### src/rtl/spi_bus_pkg.sv
// Shared definitions for the SPI register/RAM bus: field widths, the frame FSM
// state encoding and the frame byte selector.
package spi_bus_pkg;

  localparam int CMD_WRITE_BIT = 7;
  localparam int ADDR_W        = 7;
  localparam int DATA_W        = 32;
  localparam int DATA_BYTES    = 4;

  typedef enum logic [2:0] {
    ST_IDLE,
    ST_CS_SETUP,
    ST_SHIFT,
    ST_GAP,
    ST_CS_HOLD,
    ST_DONE
  } spi_state_t;

  // Byte idx of a frame: 0 is the command byte, 1..4 the data bytes MSB first.
  // Reads put zeros on MOSI during the data bytes.
  function automatic logic [7:0] frame_byte(input logic [2:0]        idx,
                                            input logic              write,
                                            input logic [ADDR_W-1:0] addr,
                                            input logic [DATA_W-1:0] wdata);
    logic [7:0] b;
    b = 8'h00;
    case (idx)
      3'd0: begin
        b = {1'b0, addr};
        b[CMD_WRITE_BIT] = write;
      end
      3'd1: if (write) b = wdata[31:24];
      3'd2: if (write) b = wdata[23:16];
      3'd3: if (write) b = wdata[15:8];
      3'd4: if (write) b = wdata[7:0];
      default: b = 8'h00;
    endcase
    return b;
  endfunction

endpackage

### src/rtl/spi_byte_shifter.sv
// Mode-0 SPI engine for one byte: CLK_DIV clocks per SCLK half-period, MISO
// sampled as SCLK rises, MOSI advanced as SCLK falls, done in the last cycle.
module spi_byte_shifter #(
  parameter int CLK_DIV = 4
) (
  input  logic       clk,
  input  logic       rst,
  input  logic       start,
  input  logic [7:0] tx_byte,
  input  logic       miso,
  output logic       sclk,
  output logic       mosi,
  output logic       done,
  output logic [7:0] rx_byte
);

  localparam int DIV_W = $clog2(CLK_DIV) + 1;
  localparam logic [DIV_W-1:0] DIV_LAST = DIV_W'(CLK_DIV - 1);

  logic             busy;
  logic [DIV_W-1:0] div_cnt;
  logic [2:0]       bit_cnt;
  logic [7:0]       tx_sh;
  logic             phase_end;

  assign phase_end = busy && (div_cnt == DIV_LAST);
  assign done      = phase_end && sclk && (bit_cnt == 3'd7);
  assign mosi      = tx_sh[7];

  // A start coinciding with done reloads immediately, so bytes can run back to back.
  always_ff @(posedge clk or posedge rst) begin
    if (rst) begin
      busy    <= 1'b0;
      div_cnt <= '0;
      bit_cnt <= 3'd0;
      tx_sh   <= 8'h00;
      rx_byte <= 8'h00;
      sclk    <= 1'b0;
    end else if (start) begin
      busy    <= 1'b1;
      div_cnt <= '0;
      bit_cnt <= 3'd0;
      tx_sh   <= tx_byte;
      sclk    <= 1'b0;
    end else if (busy) begin
      if (phase_end) begin
        div_cnt <= '0;
        if (!sclk) begin
          sclk    <= 1'b1;
          rx_byte <= {rx_byte[6:0], miso};
        end else begin
          sclk    <= 1'b0;
          tx_sh   <= {tx_sh[6:0], 1'b0};
          bit_cnt <= bit_cnt + 3'd1;
          if (bit_cnt == 3'd7) busy <= 1'b0;
        end
      end else begin
        div_cnt <= div_cnt + 1'b1;
      end
    end
  end

endmodule

### src/rtl/spi_bus_master.sv
// SPI bus master: one CS frame per request (command byte + 4 data bytes).
// Optional SPI_BUS_MASTER_TXN_CNT_EN adds a 16-bit completed-transaction counter.
module spi_bus_master
  import spi_bus_pkg::*;
#(
  parameter int CLK_DIV    = 4,
  parameter int GAP_CYCLES = 16
) (
  input  logic              clk,
  input  logic              rst,
  input  logic              req_valid,
  output logic              req_ready,
  input  logic              req_write,
  input  logic [ADDR_W-1:0] req_addr,
  input  logic [DATA_W-1:0] req_wdata,
  output logic              rsp_valid,
  output logic [DATA_W-1:0] rsp_rdata,
  output logic              spi_cs,
  output logic              spi_sclk,
  output logic              spi_mosi,
  input  logic              spi_miso
`ifdef SPI_BUS_MASTER_TXN_CNT_EN
  ,
  output logic [15:0]       txn_cnt
`endif
);

  localparam int DIV_W = $clog2(CLK_DIV) + 1;
  localparam logic [DIV_W-1:0] DIV_LAST = DIV_W'(CLK_DIV - 1);
  localparam int GAP_W = (GAP_CYCLES > 1) ? $clog2(GAP_CYCLES) : 1;
  localparam logic [GAP_W-1:0] GAP_LAST = GAP_W'((GAP_CYCLES > 0) ? GAP_CYCLES - 1 : 0);

  spi_state_t        state, state_nxt;
  logic              write_q;
  logic [ADDR_W-1:0] addr_q;
  logic [DATA_W-1:0] wdata_q;
  logic [2:0]        byte_cnt;
  logic [2:0]        start_idx;
  logic [DIV_W-1:0]  div_cnt;
  logic [GAP_W-1:0]  gap_cnt;
  logic [DATA_W-1:0] rd_sh;
  logic              div_last, gap_last, last_byte;
  logic              sh_start, sh_done, sh_mosi;
  logic [7:0]        tx_byte, cur_byte, rx_byte;

  assign div_last  = (div_cnt == DIV_LAST);
  assign gap_last  = (gap_cnt == GAP_LAST);
  assign last_byte = (byte_cnt == 3'(DATA_BYTES));
  assign tx_byte   = frame_byte(start_idx, write_q, addr_q, wdata_q);
  assign cur_byte  = frame_byte(byte_cnt, write_q, addr_q, wdata_q);

  spi_byte_shifter #(.CLK_DIV(CLK_DIV)) u_shifter (
    .clk     (clk),
    .rst     (rst),
    .start   (sh_start),
    .tx_byte (tx_byte),
    .miso    (spi_miso),
    .sclk    (spi_sclk),
    .mosi    (sh_mosi),
    .done    (sh_done),
    .rx_byte (rx_byte)
  );

  always_ff @(posedge clk or posedge rst) begin
    if (rst) state <= ST_IDLE;
    else     state <= state_nxt;
  end

  // The shifter is started in the last cycle of CS_SETUP/GAP so SHIFT begins on the next edge.
  always_comb begin
    state_nxt = state;
    sh_start  = 1'b0;
    start_idx = byte_cnt;
    case (state)
      ST_IDLE:     if (req_valid) state_nxt = ST_CS_SETUP;
      ST_CS_SETUP: if (div_last) begin
        state_nxt = ST_SHIFT;
        sh_start  = 1'b1;
        start_idx = 3'd0;
      end
      ST_SHIFT: if (sh_done) begin
        if (last_byte) begin
          state_nxt = ST_CS_HOLD;
        end else if (GAP_CYCLES == 0) begin
          sh_start  = 1'b1;
          start_idx = byte_cnt + 3'd1;
        end else begin
          state_nxt = ST_GAP;
        end
      end
      ST_GAP: if (gap_last) begin
        state_nxt = ST_SHIFT;
        sh_start  = 1'b1;
      end
      ST_CS_HOLD:  if (div_last) state_nxt = ST_DONE;
      ST_DONE:     state_nxt = ST_IDLE;
      default:     state_nxt = ST_IDLE;
    endcase
  end

  always_ff @(posedge clk or posedge rst) begin
    if (rst) begin
      write_q   <= 1'b0;
      addr_q    <= '0;
      wdata_q   <= '0;
      byte_cnt  <= 3'd0;
      div_cnt   <= '0;
      gap_cnt   <= '0;
      rd_sh     <= '0;
      rsp_rdata <= '0;
    end else begin
      if (state == ST_IDLE) begin
        byte_cnt <= 3'd0;
        if (req_valid) begin
          write_q <= req_write;
          addr_q  <= req_addr;
          wdata_q <= req_wdata;
        end
      end
      if ((state == ST_CS_SETUP || state == ST_CS_HOLD) && !div_last) div_cnt <= div_cnt + 1'b1;
      else                                                            div_cnt <= '0;
      if (state == ST_GAP && !gap_last) gap_cnt <= gap_cnt + 1'b1;
      else                              gap_cnt <= '0;
      // Byte 0's MISO is the slave's turnaround and is never kept.
      if (state == ST_SHIFT && sh_done) begin
        if (!last_byte) byte_cnt <= byte_cnt + 3'd1;
        if (byte_cnt != 3'd0) rd_sh <= {rd_sh[DATA_W-9:0], rx_byte};
      end
      if (state == ST_CS_HOLD && div_last && !write_q) rsp_rdata <= rd_sh;
    end
  end

  assign req_ready = (state == ST_IDLE);
  assign rsp_valid = (state == ST_DONE);
  assign spi_cs    = !(state inside {ST_CS_SETUP, ST_SHIFT, ST_GAP, ST_CS_HOLD});
  assign spi_mosi  = (state == ST_SHIFT) ? sh_mosi :
                     (state inside {ST_CS_SETUP, ST_GAP}) ? cur_byte[7] : 1'b0;

`ifdef SPI_BUS_MASTER_TXN_CNT_EN
  always_ff @(posedge clk or posedge rst) begin
    if (rst)                    txn_cnt <= 16'h0000;
    else if (state == ST_DONE)  txn_cnt <= txn_cnt + 16'h0001;
  end
`endif

endmodule

### config.mk
export PLATFORM = sky130hd
export DESIGN_NAME = spi_bus_master
export DESIGN_NICKNAME = d
export VERILOG_FILES = /design/src/rtl/spi_bus_pkg.sv /design/src/rtl/spi_byte_shifter.sv /design/src/rtl/spi_bus_master.sv
export SDC_FILE = /design/constraint.sdc
export NUM_CORES = 1
export LEC_CHECK = 0
export CORE_ASPECT_RATIO = 0.75
export CORE_MARGIN = 2
export CORE_UTILIZATION = 55
export DETAILED_ROUTE_END_ITERATION = 6
export HOLD_SLACK_MARGIN = 0.06
export PLACE_DENSITY_LB_ADDON = 0.1
export SLEW_MARGIN = 20
export SYNTH_ARGS = -nofsm -noshare
export SYNTH_HDL_FRONTEND = slang
export SYNTH_HIERARCHICAL = 1
export SYNTH_SLANG_ARGS = --single-unit
### constraint.sdc
create_clock -name clk -period 5 [get_ports clk]
set_input_delay 1.5 -clock clk [delete_from_list [all_inputs] [get_ports clk]]
set_output_delay 1.5 -clock clk [all_outputs]
set_load 0.01 [all_outputs]
# After elaboration in Yosys (flattened, before gate mapping)
# Cells that the tools add are included.
[op_classes]
add_sub_neg = 5
n_eq_ne = 22
mux = 45
n_bitwise = 2
reduce_logical = 28
[op_table]
columns = ["op", "n"]
rows = [
  ["$pmux W8 S5", 2],
  ["$mux W8", 8],
  ["$mux W3", 19],
  ["$eq A3 B2 Y1 const B", 8],
  ["$eq A3 B3 Y1 const B", 5],
  ["$pmux W3 S5", 1],
  ["$mux W1", 13],
  ["$add A3 B1 Y3 const B", 4],
  ["$ne A2 B2 Y1 const B", 5],
  ["$eq A3 B1 Y1 const B", 3],
  ["$logic_not A3 Y1", 3],
  ["$logic_and A1 B1 Y1", 8],
  ["$reduce_bool A2 Y1", 4],
  ["$reduce_and A2 Y1", 3],
  ["$reduce_and A5 Y1", 1],
  ["$add A4 B1 Y4 const B", 1],
  ["$eq A4 B4 Y1 const B", 1],
  ["$logic_not A1 Y1", 4],
  ["$mux W4", 1],
  ["$reduce_and A4 Y1", 1],
  ["$reduce_bool A4 Y1", 1],
  ["$reduce_and A3 Y1", 1],
  ["$reduce_bool A3 Y1", 1],
  ["$not A1 Y1", 2],
  ["other kinds (2)", 2],
]
[totals]
register_bits = 141
in_bits = 44
out_inout_bits = 37
word_cells = 117

# Longest topological paths before layout
[depth]
word_depth = 6
mapped_depth = 9
mapped_depth_nobuf = 8

# By module
# The synthesis kept the hierarchy.
[modules_own_cells]
columns = ["mod", "n_inst", "cells_per_inst", "area_per_inst_um2", "seq_area_each_um2"]
rows = [
  ["spi_bus_master", 1, 360, 5181.2, 2927.8],
  ["spi_byte_shifter", 1, 93, 1112.3, 600.6],
]

# Worst setup path after synthesis
# Ideal clock, no wire load.
[synth_path]
kind = "register to output"
startpoint = "register byte_cnt[2]"
endpoint = "output port spi_mosi"
arrival_ns = 1.561
t_required_ns = 3.500
slack_ns = 1.939
stages_incl_launch_ff = 7
n_path_buf = 2
cell_sequence = "dfrtp_1 clkbuf_1 buf_1 inv_1 ha_1 a22oi_1 a311oi_1"
[synth_via]
elab_chain_len = 4
elab_cells_between_ends = 8
cone_classes = "eq/ne (4); mux (3); reduce/logical (1)"
[synth_rtl]
columns = ["item", "line", "rtl"]
rows = [
  ["from (decl)", "spi_bus_master.sv:37", "logic [2:0] byte_cnt;"],
  ["from (signal assigned)", "spi_bus_master.sv:126", "if (!last_byte) byte_cnt <= byte_cnt + 3'd1;"],
  ["$eq A3 B3 Y1, or another cell as far along", "spi_bus_pkg.sv:27", "case (idx)"],
  ["$pmux W8 S5 (*)", "spi_bus_pkg.sv:27", ""],
  ["$mux W1 (*)", "spi_bus_master.sv:137", "(state inside {ST_CS_SETUP, ST_GAP}) ? cur_byte[7] : 1'b0;"],
  ["$mux W1 (*)", "spi_bus_master.sv:136", "assign spi_mosi = (state == ST_SHIFT) ? sh_mosi :"],
  ["to (decl)", "spi_bus_master.sv:20", "output logic spi_mosi,"],
]
# Mark *: on every way between the ends. The rest lies on a longest branch, timed or not.

# Worst setup path after layout
[layout_path]
startpoint = "register byte_cnt[1]"
endpoint = "output port spi_mosi"
# Same word-level chain as after synthesis.

==> qor.yml <==
outcome:
  status: "complete, no violations"
floorplanning:
  rows: 33
  dieArea_um2: 12300
  ios: 81
  initial_core_util_pct: 57.1
  die_w_um: 128
  dieHeight_um: 96.6
  core_um2: 11000
routing:
  drt_pass1_iterations: 4
  totalWireLength_um: 12000
  drc: 0
  first_iter_violations: 239
  ant_nets: 0
  vias: 3769
  post_drt_wl_per_cell_um: 17.5
  vias_per_cell: 5.51
power:
  vdd_drop_max_uv: 326
  p_leak_nw: 3.65
  powerDensity_nw_per_um2: 471
synthesis:
  synth_top_family_by_area: "multiplexers"
  synth-compound-area-share_pct: 5.83
  synth_top_area_share_pct: 56.1
  synth_xor_area_share_pct: 0.696
  yosys_warnings: 6
  syn_inst: 453
  synth_nets: 508
  yosys-top-cells-area: "dfrtp_1 56%, mux2_4 9.1%, mux2_1 7.2%, mux2_2 6.3%, ha_1 2.2%"
  synthMuxAreaShare_pct: 23.8
  synth_fa_ha_area_share_pct: 2.19
  ys_ff_latch: 141
  synth.cell_area_um2: 6290
  ys_seq_area_share_pct: 56.1
  synth_edf_count: 0
  async_flop_share_pct: 100
  synthFlopType: "dfrtp_1"
  synth_top_area_cell: "dfrtp_1"
  yosysUniqueCellTypes: 49
  avgSynthCellArea_um2: 13.9
  synth-simple-area-share_pct: 7.26
global_routing:
  grt_pass1_vias: 3937
  grt-ovfl-total: 0
  grt_first_pass_wirelength_um: 20200
  grt_antenna_before_repair: 0
  grt_max_degree: 61
  track_usage_pct: 20.9
cts:
  postCtsSetupBuffers: 0
  numCtsBuffers: 17
  hold_buffers: 0
  cts_tree: "built"
  htreeDepth: 4
  cts_resized: 0
  cts_root_buf: "clkbuf_16"
  clk_pin_slew_ps: 60
  cts_buffer_depth: 2
  insertion_delay_ps: 410
  cts_num_sinks: 141
timing:
  min_period_ps: 4110
  grt_setup_unrepaired: "no"
  layout_setup_ws_ps: 891
  tightest_slew_ps: 866
  final_max_slew_viol_count: 0
  slew_headroom_pct: 42.2
  fin_crit_sh_pct: 82.2
  hold-worst-slack_ps: 462
  timing.fmax_mhz: 243
  finalHoldViolations: 0
  skew_ps: 8.15
  setup_viol: 0
  finalSetupTns_ps: 0
finish:
  n_antenna_cell: 0
  drive_above_1_share_pct: 22.1
  fin_area_um2: 7740
  synthToLayoutAreaGrowth_pct: 23.1
  final_cells: 684
  nets: 586
flow_run:
  drv_cap: 0
min_path:
  hold_path.class: "reg -> reg"
  worstHoldStart: "div_cnt[0]"
  whs_endpoint: "div_cnt[0]"
  whs_path_depth: 1
critical_path:
  cp_data_required_time_ps: 3500
  end_kind: "output port"
  rr_endpoint: "rd_sh[7]"
  start_kind: "register"
  arrival_ps: 2610
  crit_type: "reg -> out"
  reg2reg_setup_slack_ps: 2030
  path_max_fanout: 9
  r2r-start: "u_shifter/div_cnt[0]"
  reg2reg_depth: 8
place:
  place_congestion: 0.868
  pre_cts_ws_ps: 1400
  dpl.cell_count: 652
  placed_cell_area_um2: 7100
  dpl.hpwl_um: 8180
  port_buffers: 80
[layer usage]
metal	share of wire [%]	GRT usage [%]	vias up
li1	-	-	1769
met5	0	0	-
met2	47	31.7	65
met4	0.92	6.09	0
met1	48	30.3	1921
met3	3.2	4.98	14
[cells in the final DEF, fill, tap and decap left out, types with 2 or more instances in the layout]
cell	Yosys	layout
nand3_1	5	5
xnor2_1	3	3
inv_1	12	11
o21ai_0	14	14
mux2_1	40	40
or3_1	2	2
nor2b_1	10	10
clkdlybuf4s50_1	0	80
clkinv_4	0	4
mux2_4	38	38
a21oi_1	13	13
a32oi_1	7	7
a211oi_1	2	2
buf_4	1	5
xor2_1	2	2
nand2b_1	3	3
a221o_1	8	8
a22oi_1	2	2
inv_6	0	4
dfrtp_1	141	141
nand3b_1	4	4
ha_1	11	11
bufinv_16	0	4
clkbuf_16	0	17
mux2_2	35	35
nand2_1	32	32
mux2i_1	8	8
nor2_1	12	12
[worst max-delay path by stage]
stage,start,to,slack (ps),cells after the start
3_5_place_dp,byte_cnt[1],spi_mosi,1400,6
4_1_cts,byte_cnt[1],spi_mosi,930,6
3_3_place_gp,byte_cnt[1],spi_mosi,1430,6
2_1_floorplan,rst,addr_q[0],400,1
5_1_grt,byte_cnt[1],spi_mosi,780,6
6_report,byte_cnt[1],spi_mosi,890,6
[Yosys cell counts (2+ instances only)]
cell / number
o31ai_1: 2
a22oi_1: 2
nand3_1: 5
buf_6: 8
clkbuf_1: 8
xnor2_1: 3
buf_2: 5
a221o_1: 8
or3_1: 2
mux2_4: 38
xor2_1: 2
buf_12: 3
nand2_1: 32
nor2_1: 12
o21ai_0: 14
mux2_2: 35
dfrtp_1: 141
a211oi_1: 2
nand3b_1: 4
mux2_1: 40
nor3b_1: 2
inv_1: 12
mux2i_1: 8
a32oi_1: 7
a21oi_1: 13
nand2b_1: 3
ha_1: 11
nor2b_1: 10
[report_power, final]
| part | internal (W) | leakage, nW | switching [W] |
|---|---|---|---|
| Clock | 0.000848 | 0.308 | 0.000505 |
| Combinational | 0.000387 | 1.50 | 0.000299 |
| Sequential | 0.00141 | 1.84 | 0.000200 |
| Total | 0.00265 | 3.65 | 0.00100 |
[layout make-up]
cell class	instances	area, um2
clock buffers	18	429
flip-flops and latches	141	3530
clock inverters	14	209
multi-input cells	273	2510
fillers	774	3280
inverters	13	51.3
well taps	140	175
repair buffers	85	838
[per-stage QoR]
step	utilization (%)	total power, W
after detailed placement	64.4	0.00232
after global routing	70.3	0.00385
after CTS	70.2	0.00368
after floorplan	-	0.00211
final	70.3	0.00365
after global placement	64.4	0.00227
[state kept, by name, summed over array words and instances (netlist names)]
name and count:
addr_q 7, byte_cnt 3, div_cnt 3, gap_cnt 4, rd_sh 32, rsp_rdata 32, state 3, u_shifter/bit_cnt 3
u_shifter/busy 1, u_shifter/div_cnt 3, u_shifter/rx_byte 8, u_shifter/sclk 1, u_shifter/tx_sh 8, wdata_q 32, write_q 1
[kinds of logic (layout without fill, tap and decap cells)]
logic type | Yosys count | in the layout
buffers and inverters | 39 | 130
AO/OA/AOI/OAI | 54 | 54
multiplexers | 121 | 121
adder cells (fa/ha/maj) | 11 | 11
XOR/XNOR | 5 | 5
AND/OR/NAND/NOR | 82 | 82
flip-flops | 141 | 141
[critical path, cell delays in order, from the launching register on]
cell and delay [ps]:
dfrtp_1 480, inv_1 230, ha_1 310, a221o_1 140, nand2_1 50, a311oi_1 370
clkdlybuf4s50_1 620
(Power assumes the default switching activity.)
